`config.mk`:
```
export PLATFORM = sky130hd
export DESIGN_NAME = addsub_accumulator
export DESIGN_NICKNAME = d
export VERILOG_FILES = /design/src/rtl/addsub_acc_pkg.sv /design/src/rtl/addsub_accumulator_core.sv /design/src/rtl/addsub_accumulator.sv
export SDC_FILE = /design/constraint.sdc
export NUM_CORES = 1
export LEC_CHECK = 0
export CORE_ASPECT_RATIO = 0.9
export CORE_UTILIZATION = 45
export CTS_BUF_LIST = sky130_fd_sc_hd__clkbuf_4
export DETAILED_ROUTE_END_ITERATION = 7
export GPL_ROUTABILITY_DRIVEN = 1
export PLACE_DENSITY = 0.75
export SETUP_SLACK_MARGIN = 0.5
export SYNTH_ARGS = -nofsm -noshare
export SYNTH_HDL_FRONTEND = slang
export SYNTH_SLANG_ARGS = --single-unit
```
`constraint.sdc`:
```
create_clock -name clk -period 2 [get_ports clk]
set_input_delay 0.2 -clock clk [delete_from_list [all_inputs] [get_ports clk]]
set_output_delay 0.2 -clock clk [all_outputs]
set_load 0.05 [all_outputs]
```
`src/rtl/addsub_acc_pkg.sv`:
```
// Shared widths and FSM encoding for the add/sub accumulator.
//   WIDTH  - operand width
//   LEN_W  - sequence-length field width
//   ACC_W  - accumulator width (one carry bit above the operand)
package addsub_acc_pkg;

    localparam int unsigned WIDTH = 4;
    localparam int unsigned LEN_W = 4;
    localparam int unsigned ACC_W = WIDTH + 1;

    typedef enum logic [1:0] {
        IDLE   = 2'd0,
        ACCUM  = 2'd1,
        REPORT = 2'd2
    } state_t;

endpackage

```
`src/rtl/addsub_accumulator_core.sv`:
```
// Combinational add/subtract step for the accumulator.
//   acc      - current accumulator value
//   operand  - unsigned operand, zero-extended
//   sub      - 1 = acc - operand, 0 = acc + operand
//   next_c   - updated accumulator value (wrapped or saturated)
//   carry_c  - carry out of the top bit (add) or borrow (sub)
// Optional macro ADDSUB_ACC_SAT_EN: saturate instead of wrapping on carry/borrow.
module addsub_core
    import addsub_acc_pkg::*;
(
    input  logic [ACC_W-1:0] acc,
    input  logic [WIDTH-1:0] operand,
    input  logic             sub,
    output logic [ACC_W-1:0] next_c,
    output logic             carry_c
);

    logic [ACC_W:0] ext;

    // One extra bit: set on carry for add, and on borrow (negative) for sub.
    always_comb begin
        ext = '0;
        if (sub) begin
            ext = {1'b0, acc} - (ACC_W + 1)'(operand);
        end else begin
            ext = {1'b0, acc} + (ACC_W + 1)'(operand);
        end
        carry_c = ext[ACC_W];
`ifdef ADDSUB_ACC_SAT_EN
        if (ext[ACC_W]) begin
            next_c = sub ? '0 : '1;
        end else begin
            next_c = ext[ACC_W-1:0];
        end
`else
        next_c = ext[ACC_W-1:0];
`endif
    end

endmodule

```
`src/rtl/addsub_accumulator.sv`:
```
// Folds a programmed-length stream of add/sub operands into a registered
// accumulator and hands the result plus a sticky overflow flag to a consumer.
//   clk, rst            - clock, asynchronous active-high reset
//   start, len          - begin a sequence of len operands (IDLE only)
//   in_valid/in_ready   - operand handshake; in_data operand, in_sub select
//   out_valid/out_ready - result handshake; result, ovf
//   busy                - sequence in progress
// Optional macro ADDSUB_ACC_SAT_EN: saturate on overflow instead of wrapping.
module addsub_accumulator
    import addsub_acc_pkg::*;
(
    input  logic             clk,
    input  logic             rst,
    input  logic             start,
    input  logic [LEN_W-1:0] len,
    input  logic             in_valid,
    output logic             in_ready,
    input  logic [WIDTH-1:0] in_data,
    input  logic             in_sub,
    output logic             out_valid,
    input  logic             out_ready,
    output logic [ACC_W-1:0] result,
    output logic             ovf,
    output logic             busy
);

    state_t           state_q, state_d;
    logic [ACC_W-1:0] acc_q, acc_d;
    logic             ovf_q, ovf_d;
    logic [LEN_W-1:0] count_q, count_d;
    logic [ACC_W-1:0] core_next;
    logic             core_carry;

    addsub_core u_core (
        .acc     (acc_q),
        .operand (in_data),
        .sub     (in_sub),
        .next_c  (core_next),
        .carry_c (core_carry)
    );

    // Next-state and datapath updates.
    always_comb begin
        state_d = state_q;
        acc_d   = acc_q;
        ovf_d   = ovf_q;
        count_d = count_q;
        case (state_q)
            IDLE: begin
                if (start) begin
                    acc_d = '0;
                    ovf_d = 1'b0;
                    if (len != '0) begin
                        count_d = len;
                        state_d = ACCUM;
                    end else begin
                        state_d = REPORT;
                    end
                end
            end
            ACCUM: begin
                if (in_valid && in_ready) begin
                    acc_d   = core_next;
                    ovf_d   = ovf_q | core_carry;
                    count_d = count_q - LEN_W'(1);
                    if (count_q == LEN_W'(1)) begin
                        state_d = REPORT;
                    end
                end
            end
            REPORT: begin
                if (out_valid && out_ready) begin
                    state_d = IDLE;
                end
            end
            default: state_d = IDLE;
        endcase
    end

    // State and datapath registers; handshake flags are registered decodes of next state.
    always_ff @(posedge clk or posedge rst) begin
        if (rst) begin
            state_q   <= IDLE;
            acc_q     <= '0;
            ovf_q     <= 1'b0;
            count_q   <= '0;
            in_ready  <= 1'b0;
            out_valid <= 1'b0;
            busy      <= 1'b0;
        end else begin
            state_q   <= state_d;
            acc_q     <= acc_d;
            ovf_q     <= ovf_d;
            count_q   <= count_d;
            in_ready  <= (state_d == ACCUM);
            out_valid <= (state_d == REPORT);
            busy      <= (state_d != IDLE);
        end
    end

    assign result = acc_q;
    assign ovf    = ovf_q;

endmodule

```
==> results, run 1 <==
- The slew at the pin closest to its max-slew limit is 0.5467 ns.
- The multi-input combinational cells in the finished layout cover a total of 735.7 sq um.
- The wire length of the first global-routing pass is 4015 microns.
- The later pin in the worst-skew pair is clocked with a latency of 0.29 ns.
- Setup repair after global routing could not meet its margin everywhere.
- The number of antenna violations at the first check in global routing was 0.
- The count of final hold-check violations was 0.
- The path class of the tightest hold or removal check is in2async.
- Setup violations remaining at the end of the flow were counted as 0.
- The number of synthesis warnings is 0.
- The worst slack on hold paths is 0.2497 ns.
- The via count of the first global-routing pass was 893.
- The cell count after synthesis came out at 114.
- Entering global routing, the biggest net connects 16 pins.
- The aggregate global-route resource usage is 23.05%.
- The area added between synthesis and finish is 56.29%.
- The share of layout cells above drive strength 1 is 40.74%.
- The net count after synthesis is 137.
- The final standard cell area without fillers is 1647 sq um.
- The number of core rows is 16.
- After synthesis, the cell types taking the most area are sky130_fd_sc_hd__dfrtp_1, sky130_fd_sc_hd__ha_1, sky130_fd_sc_hd__nor2_1, sky130_fd_sc_hd__nand2_1, sky130_fd_sc_hd__inv_1.
- The total wire length after detailed routing is 2819 microns.
- The worst setup path is of the in2reg kind.
- The final routed DRC violation total is 0.
- The fmax is 0.5826 GHz.
- The pre-antenna-repair detailed-routing pass consisted of 4 iterations.
- The largest fanout on the critical path is 5.
- The worst setup timing slack at the placement stage is -0.6083 ns.
- The element type at the critical path end is a flop.
- In this run the clock root is driven by a sky130_fd_sc_hd__clkbuf_4.
- The number of clock buffers added by TritonCTS is 3.
- The register cell area after layout is 380.4 sq um.
- The ratio of routed vias to standard cells is 5.624.
- In this run the cell area measured after placement is 1450 sq um.
- The floorplan step set the die height to 47.90 microns.
- The final critical-path share of the clock period is 85.82%.
- The worst pin sits at a relative slew slack of 63.51%.
- Buffers placed on the I/O ports in this run total 22.
- The number of slew-limit violations in the final report is 0.
- The power density of the placed cells is 1346 nW/um^2.
- In this run the number of H-tree levels came out at 1.
- The number of sinks on the clock net is 15.
- The number of violations reported at the end of detailed-routing iteration 0 is 23.
- The antenna diode count is 0.
- The portion of the post-synthesis area used by sequential elements is 35.63%.
- The last weighted congestion value of the routability-driven placer is 0.7847.
- The cell type contributing the most total cell area after synthesis is sky130_fd_sc_hd__dfrtp_1.
- Across the run, the number of max-cap violations was 0.
- The number of different library cells used by synthesis comes to 41.
- The worst clock skew is 0.001997 ns.
- TritonCTS built the clock tree.
- The largest vdd supply drop is 0.0009151 V.
- The mapped netlist covers 1054 sq um.
- The leading cell type in the layout, fill and taps excluded is sky130_fd_sc_hd__buf_4.
- The I/O pin total is 23.
- STA classifies the critical path startpoint as an input pin.
- The design draws 2.217 mW.
- The initial utilization of the core area, before any placement, comes to 47.84%.
- The number of filler instances in the final layout is 166.
- The clock input transition at the sequential cells of the worst setup and hold paths is 0.09 ns.
- The signal arrival time at the worst endpoint is 1.94 ns.
- For this design the static power due to leakage is 0.7406 nW.
- Measured along the x axis, the die boundary spans 53 microns.
- Summed over all layers, the global routing overflow is 0.
- The flow ran to the end, and the final reports show no timing, DRC or antenna violations.
- A synthesized cell averages 9.241 sq um.
- The number of nets with antenna violations after routing is 0.
- The clock passes through at most 2 buffers.
- Leaving out fill and tap cells, the most frequent cells in the layout are sky130_fd_sc_hd__buf_4, sky130_fd_sc_hd__nor2_1, sky130_fd_sc_hd__dfrtp_1, sky130_fd_sc_hd__nand2_1, sky130_fd_sc_hd__dlygate4sd2_1.
- The count of vias placed by the detailed router is 1063.
- After floorplanning, the core was sized to cover 2202 sq um.
- The flop and latch count out of synthesis is 15.
- Buffers inserted to repair hold after CTS numbered 0.
- Dividing the detail-routed wire length by the instance count gives 14.92 microns.
- The final critical delay including setup and external delays is 1.716 ns.
- The floorplan step defined a die boundary enclosing 2539 sq um.
- The worst endpoint required time is 2.23 ns.
- The fraction of post-synthesis cell area in the top cell type by area is 35.63%.
- The final layout net count is 186.
- The worst setup slack after layout is 0.2836 ns.
- Detailed placement finished with a half-perimeter wire length of 1874 microns.
-- routing by layer --
layer | share of wire, % | GRT usage, %
met1 | 44 | 30.39
met2 | 50 | 34.94
met3 | 5.1 | 6.984
met4 | 1.6 | 11.05
met5 | 0 | 0
-- layout make-up --
type                    count  area share (%)
clock buffers               4           1.824
inverters                   8           2.584
multi-input cells          87           44.68
flip-flops and latches     15           23.10
well taps                  27           2.052
repair buffers             48           25.76
-- critical path, stage by stage --
cell and delay [ns]:
sky130_fd_sc_hd__clkdlybuf4s15_2 0.22, sky130_fd_sc_hd__buf_4 0.16, sky130_fd_sc_hd__nor2_2 0.12, sky130_fd_sc_hd__xnor2_2 0.14, sky130_fd_sc_hd__ha_1 0.27, sky130_fd_sc_hd__o21a_1 0.12, sky130_fd_sc_hd__o31a_1 0.12, sky130_fd_sc_hd__or4b_1 0.50
sky130_fd_sc_hd__nand3_1 0.08
-- stage by stage --
step           setup TNS, ns  instances  util, %
6_report                   0        189    74.77
5_1_grt                    0        189    74.77
4_1_cts                    0        182    70.80
3_5_place_dp          -1.728        173    65.85
3_3_place_gp          -1.548        173    65.85
2_1_floorplan              0        114        -
-- synthesized netlist by cell type --
cell type	instances
sky130_fd_sc_hd__nand3_1	1
sky130_fd_sc_hd__xor2_1	1
sky130_fd_sc_hd__a22o_1	1
sky130_fd_sc_hd__a21oi_1	4
sky130_fd_sc_hd__buf_2	1
sky130_fd_sc_hd__nor2b_1	2
sky130_fd_sc_hd__a211oi_1	1
sky130_fd_sc_hd__o31a_1	1
sky130_fd_sc_hd__o2111ai_1	1
sky130_fd_sc_hd__dfrtp_1	15
sky130_fd_sc_hd__or2_2	1
sky130_fd_sc_hd__nand2b_1	1
sky130_fd_sc_hd__o31ai_1	3
sky130_fd_sc_hd__nand4b_2	1
sky130_fd_sc_hd__buf_4	1
sky130_fd_sc_hd__or4b_1	2
sky130_fd_sc_hd__and3_1	1
sky130_fd_sc_hd__nor2_1	14
sky130_fd_sc_hd__clkbuf_8	1
sky130_fd_sc_hd__a22oi_1	2
sky130_fd_sc_hd__nor3_1	5
sky130_fd_sc_hd__a21o_1	2
sky130_fd_sc_hd__o21ai_1	1
sky130_fd_sc_hd__o21a_1	2
sky130_fd_sc_hd__or3_1	1
sky130_fd_sc_hd__nor4_2	1
sky130_fd_sc_hd__a221oi_1	1
sky130_fd_sc_hd__nand2_1	10
sky130_fd_sc_hd__o21ai_0	5
sky130_fd_sc_hd__o221ai_4	1
sky130_fd_sc_hd__ha_1	8
sky130_fd_sc_hd__fa_1	1
sky130_fd_sc_hd__nor4b_1	1
sky130_fd_sc_hd__nor3b_1	2
sky130_fd_sc_hd__clkbuf_1	1
sky130_fd_sc_hd__or4_4	1
sky130_fd_sc_hd__mux2i_1	1
sky130_fd_sc_hd__o211ai_1	1
sky130_fd_sc_hd__xnor2_1	3
sky130_fd_sc_hd__inv_1	8
sky130_fd_sc_hd__o22ai_1	3
-- logic make-up after synthesis --
| kind of cell | Yosys count | synth area share (%) |
|---|---|---|
| XOR/XNOR | 4 | 3.326 |
| AND/OR/NAND/NOR | 44 | 22.80 |
| flip-flops | 15 | 35.63 |
| buffers and inverters | 12 | 5.700 |
| multiplexers | 1 | 0.9502 |
| AO/OA/AOI/OAI | 29 | 20.19 |
| adder cells (fa/ha/maj) | 9 | 11.40 |
-- where the power goes --
part           leakage [nW]  internal [mW]  total, mW  switching, mW
sequential            0.178          0.439      0.577          0.138
combinational         0.544          0.641       1.45          0.811
clock                0.0184         0.0912      0.187         0.0959
-- final timing paths --
path,start,to,slack (ns),cells past startpoint
max in group asynchronous,rst,result[1],1.36,2
hold / removal,rst,count_q[1],0.25,2
min in group clk,in_data[0],result[0],0.46,5
hold reg to reg,result[2],result[2],0.52,2
setup reg to reg,result[1],ovf,0.30,5
setup / recovery,in_sub,ovf,0.28,9
-- what timing repair did --
action | CTS | global route
pin swaps | 14 | 8
setup endpoints to repair | 20 | 14
resized for setup | 36 | 13
setup buffers | 5 | 7
-- flip-flops by register name, summed over array words and instances (netlist names) --
signal and cells:
out_valid 1, in_ready 1, ovf 1, busy 1, count_q 4, state_q 2
result 5
Note: power is estimated with default switching activity, not from simulation.
==> inputs of run 2 (changes only) <==
--- a/config.mk
+++ b/config.mk
@@ -9,7 +9,7 @@
 export CORE_UTILIZATION = 45
 export CTS_BUF_LIST = sky130_fd_sc_hd__clkbuf_4
 export DETAILED_ROUTE_END_ITERATION = 7
-export GPL_ROUTABILITY_DRIVEN = 1
+export GPL_ROUTABILITY_DRIVEN = 0
 export PLACE_DENSITY = 0.75
 export SETUP_SLACK_MARGIN = 0.5
 export SYNTH_ARGS = -nofsm -noshare
==> results of run 2 <==
Final layout, timing and power as in run 1 (identical DEF).
